[src/rtl/gpsdo_pkg.sv]
// Shared types and default constants for the GPS-disciplined 1PPS blocks.
package gpsdo_pkg;

    typedef enum logic [1:0] {
        FREE,
        ARMED,
        LOCKED
    } pps_state_t;

    localparam int CLK_HZ_DEF      = 10000000;
    localparam int PULSE_DEF       = 1000000;
    localparam int GPS_TIMEOUT_DEF = 15000000;
    localparam int MIN_GAP_DEF     = 5000000;

endpackage

[src/rtl/pps_local_gen_if.sv]
// 1PPS generator pins: raw GPS and realign request in, local pulse and status out.
interface pps_local_gen_if;
    import gpsdo_pkg::*;

    logic        _1PPS_GPS;
    logic        DIV_RESET;
    logic        _1PPS_Local;
    logic        ALIGNED;
    logic        GPS_VALID;
    logic [31:0] SEC_CNT;
    logic [15:0] ALIGN_CNT;

    modport master (
        input  _1PPS_GPS,
        input  DIV_RESET,
        output _1PPS_Local,
        output ALIGNED,
        output GPS_VALID,
        output SEC_CNT,
        output ALIGN_CNT
    );

    modport slave (
        output _1PPS_GPS,
        output DIV_RESET,
        input  _1PPS_Local,
        input  ALIGNED,
        input  GPS_VALID,
        input  SEC_CNT,
        input  ALIGN_CNT
    );

endinterface

[src/rtl/pps_edge_sync.sv]
// Synchronizes an asynchronous pulse and flags its rising edge; rise_out is combinational
// off the last sync flop, SYNC_STAGES cycles after the pin; no backpressure.
module pps_edge_sync #(
    parameter int SYNC_STAGES = 2
) (
    input  logic CLK_SYS,
    input  logic CLK_RST,
    input  logic async_in,
    output logic rise_out
);

    logic [SYNC_STAGES-1:0] sync_q;
    logic                   dly_q;

    always_ff @(posedge CLK_SYS) begin
        if (CLK_RST) begin
            sync_q <= '0;
            dly_q  <= 1'b0;
        end else begin
            sync_q <= {sync_q[SYNC_STAGES-2:0], async_in};
            dly_q  <= sync_q[SYNC_STAGES-1];
        end
    end

    assign rise_out = sync_q[SYNC_STAGES-1] & ~dly_q;

endmodule

[src/rtl/pps_local_gen.sv]
// Local 1PPS divider snapped to qualified GPS edges, with GPS presence/holdover tracking.
// Pin-to-pulse latency SYNC_STAGES+1 cycles; no backpressure, DIV_RESET is a level request.
module pps_local_gen
    import gpsdo_pkg::*;
#(
    parameter int CLK_HZ       = CLK_HZ_DEF,
    parameter int PULSE_CYCLES = PULSE_DEF,
    parameter int SYNC_STAGES  = 2,
    parameter int GPS_TIMEOUT  = GPS_TIMEOUT_DEF,
    parameter int MIN_GAP      = MIN_GAP_DEF
) (
    input  logic            CLK_SYS,
    input  logic            CLK_RST,
    pps_local_gen_if.master pps
);

    localparam int DW = $clog2(CLK_HZ);
    localparam int GW = $clog2(GPS_TIMEOUT + 1);

    localparam logic [DW-1:0] DIV_MAX   = DW'(CLK_HZ - 1);
    localparam logic [DW-1:0] PULSE_LIM = DW'(PULSE_CYCLES);
    localparam logic [GW-1:0] GAP_MAX   = GW'(GPS_TIMEOUT);
    localparam logic [GW-1:0] GAP_TRIP  = GW'(GPS_TIMEOUT - 1);
    localparam logic [GW-1:0] GAP_MIN   = GW'(MIN_GAP);

    pps_state_t    state;
    pps_state_t    state_nxt;
    logic [DW-1:0] div_cnt;
    logic [DW-1:0] div_nxt;
    logic [GW-1:0] gap_cnt;
    logic [GW-1:0] gap_nxt;
    logic          gps_rise;
    logic          timeout;
    logic          gps_q;
    logic          align;
    logic          sec_tick;
    logic          gps_seen;
    logic          gps_valid;
    logic          pps_q;
    logic [31:0]   sec_cnt;
    logic [15:0]   align_cnt;

    pps_edge_sync #(
        .SYNC_STAGES (SYNC_STAGES)
    ) u_edge_sync (
        .CLK_SYS  (CLK_SYS),
        .CLK_RST  (CLK_RST),
        .async_in (pps._1PPS_GPS),
        .rise_out (gps_rise)
    );

    // Timeout fires once, on the cycle gap_cnt steps onto GPS_TIMEOUT, and
    // outranks a coincident GPS edge.
    always_comb begin
        timeout = (gap_cnt == GAP_TRIP);
        gps_q   = gps_rise & (~gps_seen | (gap_cnt >= GAP_MIN)) & ~timeout;
        gap_nxt = gap_cnt;
        if (gps_q) begin
            gap_nxt = '0;
        end else if (gap_cnt != GAP_MAX) begin
            gap_nxt = gap_cnt + GW'(1);
        end
    end

    always_comb begin
        state_nxt = state;
        align     = 1'b0;
        if (timeout) begin
            state_nxt = FREE;
        end else begin
            case (state)
                ARMED: begin
                    if (gps_q) begin
                        align     = 1'b1;
                        state_nxt = LOCKED;
                    end
                end
                LOCKED: begin
                    if (pps.DIV_RESET && gps_q) begin
                        align = 1'b1;
                    end else if (pps.DIV_RESET) begin
                        state_nxt = ARMED;
                    end
                end
                FREE: begin
                    if (gps_q) begin
                        align     = 1'b1;
                        state_nxt = LOCKED;
                    end else if (pps.DIV_RESET) begin
                        state_nxt = ARMED;
                    end
                end
                default: state_nxt = ARMED;
            endcase
        end
    end

    // A second boundary is any step onto phase 0, whether by wrap or by align.
    always_comb begin
        div_nxt = '0;
        if (!align && (div_cnt != DIV_MAX)) begin
            div_nxt = div_cnt + DW'(1);
        end
        sec_tick = (div_nxt == '0) && (div_cnt != '0);
    end

    always_ff @(posedge CLK_SYS) begin
        if (CLK_RST) begin
            state <= ARMED;
        end else begin
            state <= state_nxt;
        end
    end

    always_ff @(posedge CLK_SYS) begin
        if (CLK_RST) begin
            div_cnt   <= '0;
            gap_cnt   <= '0;
            gps_seen  <= 1'b0;
            gps_valid <= 1'b0;
            pps_q     <= 1'b0;
            sec_cnt   <= '0;
            align_cnt <= '0;
        end else begin
            div_cnt <= div_nxt;
            gap_cnt <= gap_nxt;
            pps_q   <= (div_nxt < PULSE_LIM);
            if (timeout) begin
                gps_seen  <= 1'b0;
                gps_valid <= 1'b0;
            end else if (gps_q) begin
                gps_seen  <= 1'b1;
                gps_valid <= 1'b1;
            end
            if (sec_tick) begin
                sec_cnt <= sec_cnt + 32'd1;
            end
            if (align && (align_cnt != 16'hFFFF)) begin
                align_cnt <= align_cnt + 16'd1;
            end
        end
    end

    assign pps._1PPS_Local = pps_q;
    assign pps.ALIGNED     = (state == LOCKED);
    assign pps.GPS_VALID   = gps_valid;
    assign pps.SEC_CNT     = sec_cnt;
    assign pps.ALIGN_CNT   = align_cnt;

endmodule

[src/flat_wrapper.sv]
// flat-port wrapper written by rule: the top's interface ports become plain ports
module pps_local_gen_flat import gpsdo_pkg::*;
#(
    parameter int CLK_HZ       = CLK_HZ_DEF,
    parameter int PULSE_CYCLES = PULSE_DEF,
    parameter int SYNC_STAGES  = 2,
    parameter int GPS_TIMEOUT  = GPS_TIMEOUT_DEF,
    parameter int MIN_GAP      = MIN_GAP_DEF
)
  (CLK_SYS, CLK_RST, pps__1PPS_GPS, pps_DIV_RESET, pps__1PPS_Local, pps_ALIGNED, pps_GPS_VALID, pps_SEC_CNT, pps_ALIGN_CNT);
  pps_local_gen_if pps_i ();
  input  logic CLK_SYS;
  input  logic CLK_RST;
  input wire logic [$bits(pps_i._1PPS_GPS)-1:0] pps__1PPS_GPS;
  input wire logic [$bits(pps_i.DIV_RESET)-1:0] pps_DIV_RESET;
  output wire logic [$bits(pps_i._1PPS_Local)-1:0] pps__1PPS_Local;
  output wire logic [$bits(pps_i.ALIGNED)-1:0] pps_ALIGNED;
  output wire logic [$bits(pps_i.GPS_VALID)-1:0] pps_GPS_VALID;
  output wire logic [$bits(pps_i.SEC_CNT)-1:0] pps_SEC_CNT;
  output wire logic [$bits(pps_i.ALIGN_CNT)-1:0] pps_ALIGN_CNT;
  assign pps_i._1PPS_GPS = pps__1PPS_GPS;
  assign pps_i.DIV_RESET = pps_DIV_RESET;
  assign pps__1PPS_Local = pps_i._1PPS_Local;
  assign pps_ALIGNED = pps_i.ALIGNED;
  assign pps_GPS_VALID = pps_i.GPS_VALID;
  assign pps_SEC_CNT = pps_i.SEC_CNT;
  assign pps_ALIGN_CNT = pps_i.ALIGN_CNT;
  pps_local_gen #(.CLK_HZ(CLK_HZ), .PULSE_CYCLES(PULSE_CYCLES), .SYNC_STAGES(SYNC_STAGES), .GPS_TIMEOUT(GPS_TIMEOUT), .MIN_GAP(MIN_GAP)) u_core (.CLK_SYS(CLK_SYS), .CLK_RST(CLK_RST), .pps(pps_i));
endmodule
[config.mk]
export PLATFORM = sky130hd
export DESIGN_NAME = pps_local_gen_flat
export DESIGN_NICKNAME = d
export VERILOG_FILES = /design/src/rtl/gpsdo_pkg.sv /design/src/rtl/pps_local_gen_if.sv /design/src/rtl/pps_edge_sync.sv /design/src/rtl/pps_local_gen.sv /design/src/flat_wrapper.sv
export SDC_FILE = /design/constraint.sdc
export NUM_CORES = 1
export LEC_CHECK = 0
export CORE_ASPECT_RATIO = 1.25
export CORE_MARGIN = 1.5
export CORE_UTILIZATION = 40
export DETAILED_ROUTE_END_ITERATION = 10
export PLACE_DENSITY = 0.65
export RECOVER_POWER = 100
export SLEW_MARGIN = 20
export SYNTH_ARGS = -nofsm -noshare
export SYNTH_HDL_FRONTEND = slang
export SYNTH_SLANG_ARGS = --single-unit
export TNS_END_PERCENT = 5
[constraint.sdc]
create_clock -name CLK_SYS -period 2.79 [get_ports CLK_SYS]
set_input_delay 0.4185 -clock CLK_SYS [delete_from_list [all_inputs] [get_ports CLK_SYS]]
set_output_delay 0.4185 -clock CLK_SYS [all_outputs]
set_load 0.05 [all_outputs]
**Word level (Yosys, flattened, before mapping)**

Cells that the tools add are included.

- Bitwise operators: 7
- Muxes and demuxes: 11
- Reductions and logical operators: 13
- Eq/ne operators: 10
- $add $sub $neg: 4
- $lt $le $gt $ge: 2

Operators by type and width:

| cell | number |
|---|---|
| adder 24 x 1 -> 24 bit (second input constant) | 2 |
| != test 24 bit (second input constant) | 2 |
| adder 32 x 1 -> 32 bit (second input constant) | 1 |
| == test 24 bit (second input constant) | 1 |
| greater-or-equal comparator 24 x 23 -> 1 bit (second input constant) | 1 |
| logical NOT 24 bit | 1 |
| less-than comparator 24 x 20 -> 1 bit (second input constant) | 1 |
| two-way mux 24 bit | 1 |
| nonzero test 24 bit | 1 |
| adder 16 x 1 -> 16 bit (second input constant) | 1 |
| != test 16 bit (second input constant) | 1 |
| two-way mux 2 bit | 4 |
| case mux 2 bit (3 select lines) | 1 |
| OR reduction 2 bit | 3 |
| logical AND 1 bit | 4 |
| two-way mux 1 bit | 4 |
| AND reduction 2 bit | 2 |
| AND 1 bit | 3 |
| != test 3 x 1 -> 1 bit (second input constant) | 1 |
| != test 3 x 2 -> 1 bit (second input constant) | 1 |
| NOT 1 bit | 3 |
| == test 2 x 1 -> 1 bit (second input constant) | 1 |
| == test 2 bit (second input constant) | 1 |
| logical NOT 2 bit | 1 |
| 5 further kinds | 5 |

- Input bits: 4
- Output and inout port bits: 51
- Word-level logic and storage cells: 57
- Register bits after elaboration: 103

**Logic depth before layout (Yosys ltp)**

Gate-level depths: netlist of the first run.

- Word-level depth: 13
- Depth in mapped cells: 12

**Hierarchy**

Synthesis of the first run repeated with hierarchy kept, for this count alone.

- Cells, all modules: 649
- Area total of the unflattened synthesis: 5362.6 um^2

Modules (own cells, without submodules):

| module | area each (um^2) | seq. area each (um^2) | times used | cells each |
|---|---|---|---|---|
| pps_local_gen | 5275.1 | 2001.9 | 1 | 642 |
| pps_edge_sync | 87.6 | 60.1 | 1 | 7 |

**Worst setup path before layout of the first run**

OpenSTA, ideal clock, no wires.

- Path kind: register to register
- Start point: register u_core.div_cnt[0]
- End point: register u_core.sec_cnt[10] (netlist: u_core.pps.SEC_CNT[10])
- Required time: 2.719 ns
- Stages on the path, launching flop included: 11
- Period minus slack after synthesis: 2.890 ns
- Slack: -0.100 ns
- Arrival: 2.819 ns
- Setup time: 0.071 ns
- Cell sequence: dfxtp_1 -> ha_1 -> nand2_1 -> nor4_4 -> nand3_1 -> a2111oi_2 -> o21ai_0 -> o21a_2 -> buf_6 -> or4_1 -> a21oi_1

- Longest elaborated chain between the ends: 5
- Elaborated cells on any way between the ends: 7
- Classes of those cells: add/sub (1); eq/ne (1); mux (1); reduce/logical (4)

Ends and longest elaborated chain:

| what | RTL line | text |
|---|---|---|
| from (decl) | pps_local_gen.sv:28 | `logic [DW-1:0] div_cnt;` |
| from (signal assigned) | pps_local_gen.sv:125 | `div_cnt <= div_nxt;` |
| branches (longest 4 deep; another with adder 24 x 1 -> 24 bit) | - |  |
| logical AND 1 bit * | pps_local_gen.sv:104 | `sec_tick = (div_nxt == '0) && (div_cnt != '0);` |
| to (signal assigned) | pps_local_gen.sv:136 | `sec_cnt <= sec_cnt + 32'd1;` |
| to (decl) | pps_local_gen.sv:40 | `logic [31:0] sec_cnt;` |

Mark *: on every way between the ends.
A chain may end at the register's enable or synchronous reset.

**Final worst setup path of the first run**

- Start point: register u_core.div_cnt[1]
- End point: register u_core.sec_cnt[12] (netlist: u_core.pps.SEC_CNT[12])

The elaborated chain is that of the path after synthesis.

==> results of run 1 <==
## metal layers
metal / up-vias / wire length [um]
li1: 2674 / -
met1: 2696 / 6730
met2: 129 / 7850
met3: 23 / 569
met4: 0 / 345
met5: - / 0
## cell usage after synthesis (4+ instances only)
cell,count
or4_1,16
a31o_2,7
nand4_1,23
a21oi_1,41
nor4_1,15
dfxtp_1,103
or2_2,4
o21ai_0,23
and3_1,20
and2_1,10
a211oi_1,4
nand2_1,44
o31ai_1,14
nor3_1,19
buf_2,12
nor2b_1,7
nand3_1,40
xor2_1,34
or3_1,24
xnor2_1,23
nand2b_1,7
nor2_1,80
ha_1,6
inv_1,18
mux2i_1,5
and4_1,7
clkbuf_1,19
## repair_timing
action / 4_1_cts / 5_1_grt
gates cloned: 4 / 0
endpoints found under the setup margin: 37 / 44
pin swaps: 52 / 21
hold endpoints to repair: 0 / 0
buffers inserted: 6 / 2
gates resized for setup: 38 / 61
## power groups by stage
| stage | Sequential [mW] | Clock [mW] | Combinational [mW] |
|---|---|---|---|
| floorplan | 1.54 | 0 | 0.113 |
| global placement | 1.53 | 0 | 0.204 |
| detailed placement | 1.53 | 0 | 0.210 |
| CTS | 1.50 | 1.27 | 0.282 |
| global route | 1.50 | 1.34 | 0.335 |
| finish | 1.50 | 1.24 | 0.315 |
## sequential cells by signal, indices dropped and copies added, names as in the netlist
signal                     flops
u_core.gap_cnt                24
u_core.pps.SEC_CNT            32
u_core.pps.ALIGN_CNT          16
u_core.state                   2
u_core.pps._1PPS_Local         1
u_core.u_edge_sync.sync_q      2
u_core.div_cnt                24
u_core.u_edge_sync.dly_q       1
u_core.gps_seen                1
## through the flow
step	utilization [%]	hold WS (ns)	instances	setup slack (ns)	area, um^2
after detailed placement	50.6	0.463	944	-0.325	6720
final	57.2	0.474	972	-0.263	7600
after floorplan	-	0.414	674	0.0186	5480
after CTS	55.0	0.473	970	-0.206	7310
after global routing	57.2	0.483	972	-0.357	7600
after global placement	50.6	0.451	944	-0.243	6720
## layout make-up
cell class                      instances  area, um^2
Clock inverter                          6        50.0
Tap cell                              171         214
Clock buffer                           10         239
Timing Repair Buffer                  149        1410
Multi-Input combinational cell        515        3530
Sequential cell                       103        2080
Inverter                               18        72.6
Fill cell                            1204        5690
## worst max-delay path by stage
stage	end	startpoint	slack, ns
floorplan	u_core.pps.SEC_CNT[10]	u_core.div_cnt[0]	0.02
global placement	u_core.pps.SEC_CNT[18]	u_core.div_cnt[0]	-0.24
detailed placement	u_core.pps.SEC_CNT[20]	u_core.div_cnt[0]	-0.33
CTS	u_core.pps.SEC_CNT[13]	u_core.div_cnt[1]	-0.21
global route	u_core.pps.SEC_CNT[16]	u_core.div_cnt[1]	-0.36
finish	u_core.pps.SEC_CNT[12]	u_core.div_cnt[1]	-0.26
## kinds of logic after synthesis
kind of cell / Yosys count
multiplexers: 5
AND/OR/NAND/NOR: 332
XOR/XNOR: 57
buffers and inverters: 56
AO/OA/AOI/OAI: 115
flip-flops: 103
adder cells (fa/ha/maj): 6
==> key figures, run 1 <==
Outcome
  – Status: finished with violations
  – Failing checks: setup timing

STA
  – Fin. max-slew vios: 0
  – Worst slew pin tran: 0.790 ns
  – Final setup TNS: -5.40 ns
  – Final hold viol count: 0
  – Period utilisation layout: 109%
  – Skew final: 0.00862 ns
  – Worst slew margin: 46.9%
  – Unrepaired setup endpoints after global routing: yes
  – FMAX: 328 MHz
  – Worst Setup Slack, final: -0.263 ns
  – Final setup vio count: 29
  – Final min period: 3.05 ns

Logic synthesis
  – Synth unique cells: 61
  – Mapped Area: 0.00548 mm^2
  – Register area share after synthesis: 37.6%
  – Area contributors post-synth: dfxtp_1 (38%), nor2_1 (5.5%), xor2_1 (5.4%)
  – XOR/XNOR Fraction of Synth Area: 9.11%
  – Simple-Gate Fraction of Synth Area: 32.8%
  – Number of enable flip-flop cells after synthesis: 0
  – #FFs+latches synth: 103
  – Yosys warnings: 0
  – Ys flop type: dfxtp_1
  – Gate Count Post-Synth: 674
  – Mux contribution to synthesized area: 0.914%
  – Largest family of logic cells by synthesized area: simple AND/OR/NAND/NOR gates
  – Post-synth top area share: 37.6%
  – Largest area contributor in the netlist: dfxtp_1
  – Ys async rst share: 0%
  – Compound-Gate Fraction of Synth Area: 13.7%
  – Syn Area/Cell: 8.13 um^2
  – Post-Synth Adder-Cell Area: 1.37%
  – Post-Syn Nets: 684

Detailed routing
  – Vias post-DR: 5522
  – 1st-iter DRT viols: 245
  – Post-Route WL: 15500 um
  – # DRC: 0
  – Final ANT Viol Nets: 0
  – 1st-pass router iterations: 5
  – Avg Vias per Cell: 5.68
  – Drt wl/cell: 15.9 um

Global route
  – GR Util met3: 3.74%
  – Initial antenna violation count: 0
  – GR peak layer: met2
  – Total Routing Usage GR: 21.7%
  – Vias in the first global route: 5372
  – Pin count of the biggest net entering global routing: 33
  – M1 GR Usage: 26.7%
  – Met2 GRT Util: 37.9%
  – First-pass GRT wire length: 25600 um
  – Grt ovf: 0

Floorplanning
  – Starting Density: 41.2%
  – Die Area: 0.0144 mm^2
  – Site Rows: 47
  – Die width: 108 um
  – Die height: 134 um
  – Core Area: 0.0133 mm^2
  – Ports: 55

Critical path
  – Crit path required time: 3.08 ns
  – Critical path class: reg2reg
  – Critical Path AT: 3.34 ns
  – Slowest stage delay, CP: 0.39 ns
  – Startpoint types: flop
  – CP max FO: 5
  – WP depth: 15
  – WP buf/inv: 6
  – R2R Path Start: u_core.div_cnt[1]
  – CP max stage cell: dfxtp_4
  – Reg2Reg Setup Slack: -0.26 ns
  – R2r endpoint: u_core.pps.SEC_CNT[12]
  – Crit path cell chain: inv_4 > ha_4 > buf_6 > nand3b_1 > nor3_2 > o211ai_1 > buf_4 > nor4_4 > nand4_1 > o21a_4 > buf_6 > buf_16 > buf_12 > or3_1 > a21oi_1
  – Cell mode on critical path: buf_6
  – Worst r2r path cells: 15
  – CP endpoint kind: flop
  – Kind of cell adding the most delay to the critical path: simple AND/OR/NAND/NOR gates

Power and ir drop
  – Max IR drop VDD: 0.269 mV
  – P_sw: 0.774 mW
  – Part of the power in registers: 49.1%
  – Pleak: 2.71 nW
  – Pwr Total: 3.06 mW
  – Clock Power Share: 40.6%
  – Power Dens Cells: 402 mW/mm^2
  – Switching share of power: 25.3%
  – Logic gate share of total power: 10.3%
  – Pint: 2.28 mW

Final layout
  – Commonest non-fill, non-tap cell in the layout: dfxtp_1
  – Share of cells above drive strength 1: 23.8%
  – Final nets: 806
  – Commonest non-fill, non-tap cells in the layout: dfxtp_1 (96), nor2_1 (80), buf_4 (79)
  – Area Overhead vs Synth: 38.7%
  – Antenna diodes: 0

Clock tree
  – Clock Sinks: 103
  – Clock root cell: clkbuf_16
  – Max Root-Sink Buffers: 2
  – H-tree levels: 3
  – TritonCTS clock tree: yes
  – Worst-skew pair later-pin latency: 0.35 ns
  – Cts bufs inserted: 9
  – Clock transition at path regs: 0.07 ns
  – Hold buffers post-CTS: 0

Placed design
  – Final Wtd Congestion: 0.907
  – DP HPWL: 10600 um
  – Port bufs: 54

Hold path
  – Worst Hold Path Cells: 1
  – Worst hold endpoint: u_core.u_edge_sync.dly_q
  – Tightest Hold Check Type: reg2reg
  – Hold path startpoint: u_core.u_edge_sync.sync_q[1]

Flow run
  – Max Cap Violations: 0
(Power assumes the default switching activity.)
==> run 2, diff against run 1 <==
--- a/config.mk
+++ b/config.mk
@@ -5,13 +5,12 @@
 export SDC_FILE = /design/constraint.sdc
 export NUM_CORES = 1
 export LEC_CHECK = 0
-export CORE_ASPECT_RATIO = 1.25
 export CORE_MARGIN = 1.5
-export CORE_UTILIZATION = 40
+export CORE_UTILIZATION = 52
 export DETAILED_ROUTE_END_ITERATION = 10
-export PLACE_DENSITY = 0.65
+export PLACE_DENSITY = 0.8
 export RECOVER_POWER = 100
-export SLEW_MARGIN = 20
+export SLEW_MARGIN = 25
 export SYNTH_ARGS = -nofsm -noshare
 export SYNTH_HDL_FRONTEND = slang
 export SYNTH_SLANG_ARGS = --single-unit
==> run 2 against run 1 <==
Net effect: clock-buffer cell count down 1; the run still ends with setup timing left; sequential power about the same; via count down 2.2%; largest cell class unchanged; setup slack better by 0.13 ns; critical endpoint is now u_core.div_cnt[8]; wire length down 6.0%; critical path depth down 7.
==> key figures, run 2 (same netlist as run 1, synthesis figures left out) <==
Critical path
  – Crit path cell chain: or4b_4 > or4_4 > o41ai_4 > a21oi_4 > buf_4 > or3_1 > buf_12 > a21oi_1
  – Crit path required time: 3.08 ns
  – Critical path class: reg2reg
  – Startpoint types: flop
  – CP max stage cell: or4_4
  – WP depth: 8
  – Critical Path AT: 3.22 ns
  – WP buf/inv: 2
  – Kind of cell adding the most delay to the critical path: simple AND/OR/NAND/NOR gates
  – CP max FO: 23
  – Slowest stage delay, CP: 0.58 ns
  – Worst r2r path cells: 8
  – CP endpoint kind: flop

STA
  – Final min period: 2.93 ns
  – Worst slew margin: 51.1%
  – Unrepaired setup endpoints after global routing: yes
  – Fin. max-slew vios: 0
  – Period utilisation layout: 105%
  – Worst Setup Slack, final: -0.137 ns
  – Final setup vio count: 52
  – FMAX: 342 MHz
  – Min Hold Slack: 0.464 ns
  – Skew final: 0.0130 ns
  – Worst slew pin tran: 0.727 ns
  – Final hold viol count: 0

Detailed routing
  – Drt wl/cell: 15.9 um
  – Avg Vias per Cell: 5.89
  – Vias post-DR: 5398
  – Post-Route WL: 14600 um
  – # DRC: 0
  – Final ANT Viol Nets: 0
  – 1st-iter DRT viols: 384
  – 1st-pass router iterations: 4

Flow run
  – Max Cap Violations: 0

Clock tree
  – TritonCTS clock tree: yes
  – Max Root-Sink Buffers: 2
  – Cts bufs inserted: 9
  – Clock Sinks: 103
  – Worst-skew pair later-pin latency: 0.36 ns
  – H-tree levels: 3
  – Clock root cell: clkbuf_8
  – Clock transition at path regs: 0.10 ns

Power and ir drop
  – Power Dens Cells: 391 mW/mm^2
  – Pleak: 2.59 nW
  – Max IR drop VDD: 0.325 mV

Global route
  – First-pass GRT wire length: 24300 um
  – Total Routing Usage GR: 26.2%
  – Pin count of the biggest net entering global routing: 32
  – Initial antenna violation count: 0
  – Grt ovf: 0
  – Vias in the first global route: 5263

Floorplanning
  – Starting Density: 53.3%
  – Core Area: 0.0103 mm^2
  – Die height: 106 um
  – Ports: 55
  – Die width: 106 um
  – Site Rows: 37
  – Die Area: 0.0112 mm^2

Final layout
  – Max reg flops: 32
  – Finished Cell Area: 0.00707 mm^2
  – Share of cells above drive strength 1: 19.5%
  – Final nets: 786
  – Core Util, Final: 68.8%
  – Area Overhead vs Synth: 29.0%
  – Antenna diodes: 0
  – Commonest non-fill, non-tap cell in the layout: dfxtp_1
  – Commonest non-fill, non-tap cells in the layout: dfxtp_1 (95), nor2_1 (80), buf_4 (70)

Hold path
  – Tightest Hold Check Type: reg2reg
  – Worst Hold Path Cells: 1

Placed design
  – Port bufs: 54
  – Final Wtd Congestion: 0.912
  – Dpl cell area: 0.00662 mm^2
  – DP HPWL: 10400 um

Outcome
  – Status: finished with violations
  – Failing checks: setup timing
## run 2: cell types whose count changed in the layout (fill, tap and decap cells not counted), sizes merged
cell           previous run  this run
clkinv                    1         2
inv                      22        19
bufbuf                    1         0
clkinvlp                  1         2
clkdlybuf4s50            53        32
bufinv                    0         2
buf                      95        76
dlygate4sd3               0        21
clkbuf                   10         9
## run 2: worst paths after layout
kind	endpoint	slack, ns	from
worst max-delay path	u_core.div_cnt[8]	-0.14	u_core.gap_cnt[16]
worst min-delay path	u_core.u_edge_sync.sync_q[1]	0.46	u_core.u_edge_sync.sync_q[0]
worst max register to register	u_core.div_cnt[8]	-0.14	u_core.gap_cnt[16]
worst min register to register	u_core.u_edge_sync.sync_q[1]	0.46	u_core.u_edge_sync.sync_q[0]
## run 2: final cells by class
cell class	count	area (um^2)
multi-input combinational	515	3370
fill	848	3210
sequential	103	2070
timing repair buffer	129	1160
tap	136	170
clock buffer	9	124
clock inverter	7	96.3
inverter	18	67.6
## run 2: per-layer routing
layer | routed length, um | share of wire [%] | track usage (%)
met2 | 7350 | 50 | 46.3
met3 | 553 | 3.8 | 4.64
met1 | 6450 | 44 | 32.7
met4 | 212 | 1.5 | 7.43
met5 | 0 | 0 | 0
## run 2: what timing repair did
action,in CTS,in global routing
pin swaps,13,9
resized for setup,23,26
buffers inserted,1,0
hold buffers,0,0
setup endpoints to repair,70,73
## run 2: metrics by stage
step | instances | total power [mW] | TNS [ns] | setup WS, ns
finish | 917 | 2.76 | -3.80 | -0.137
global route | 917 | 2.87 | -9.54 | -0.239
CTS | 917 | 2.77 | -3.76 | -0.116
detailed placement | 900 | 1.74 | -8.62 | -0.257
global placement | 900 | 1.73 | -3.30 | -0.151
floorplan | 674 | 1.66 | 0 | 0.0186
## run 2: report_power, final
| group | total (mW) | switching (mW) | internal [mW] |
|---|---|---|---|
| clock | 1.04 | 0.533 | 0.509 |
| combinational | 0.220 | 0.125 | 0.0954 |
| sequential | 1.50 | 0.0178 | 1.48 |
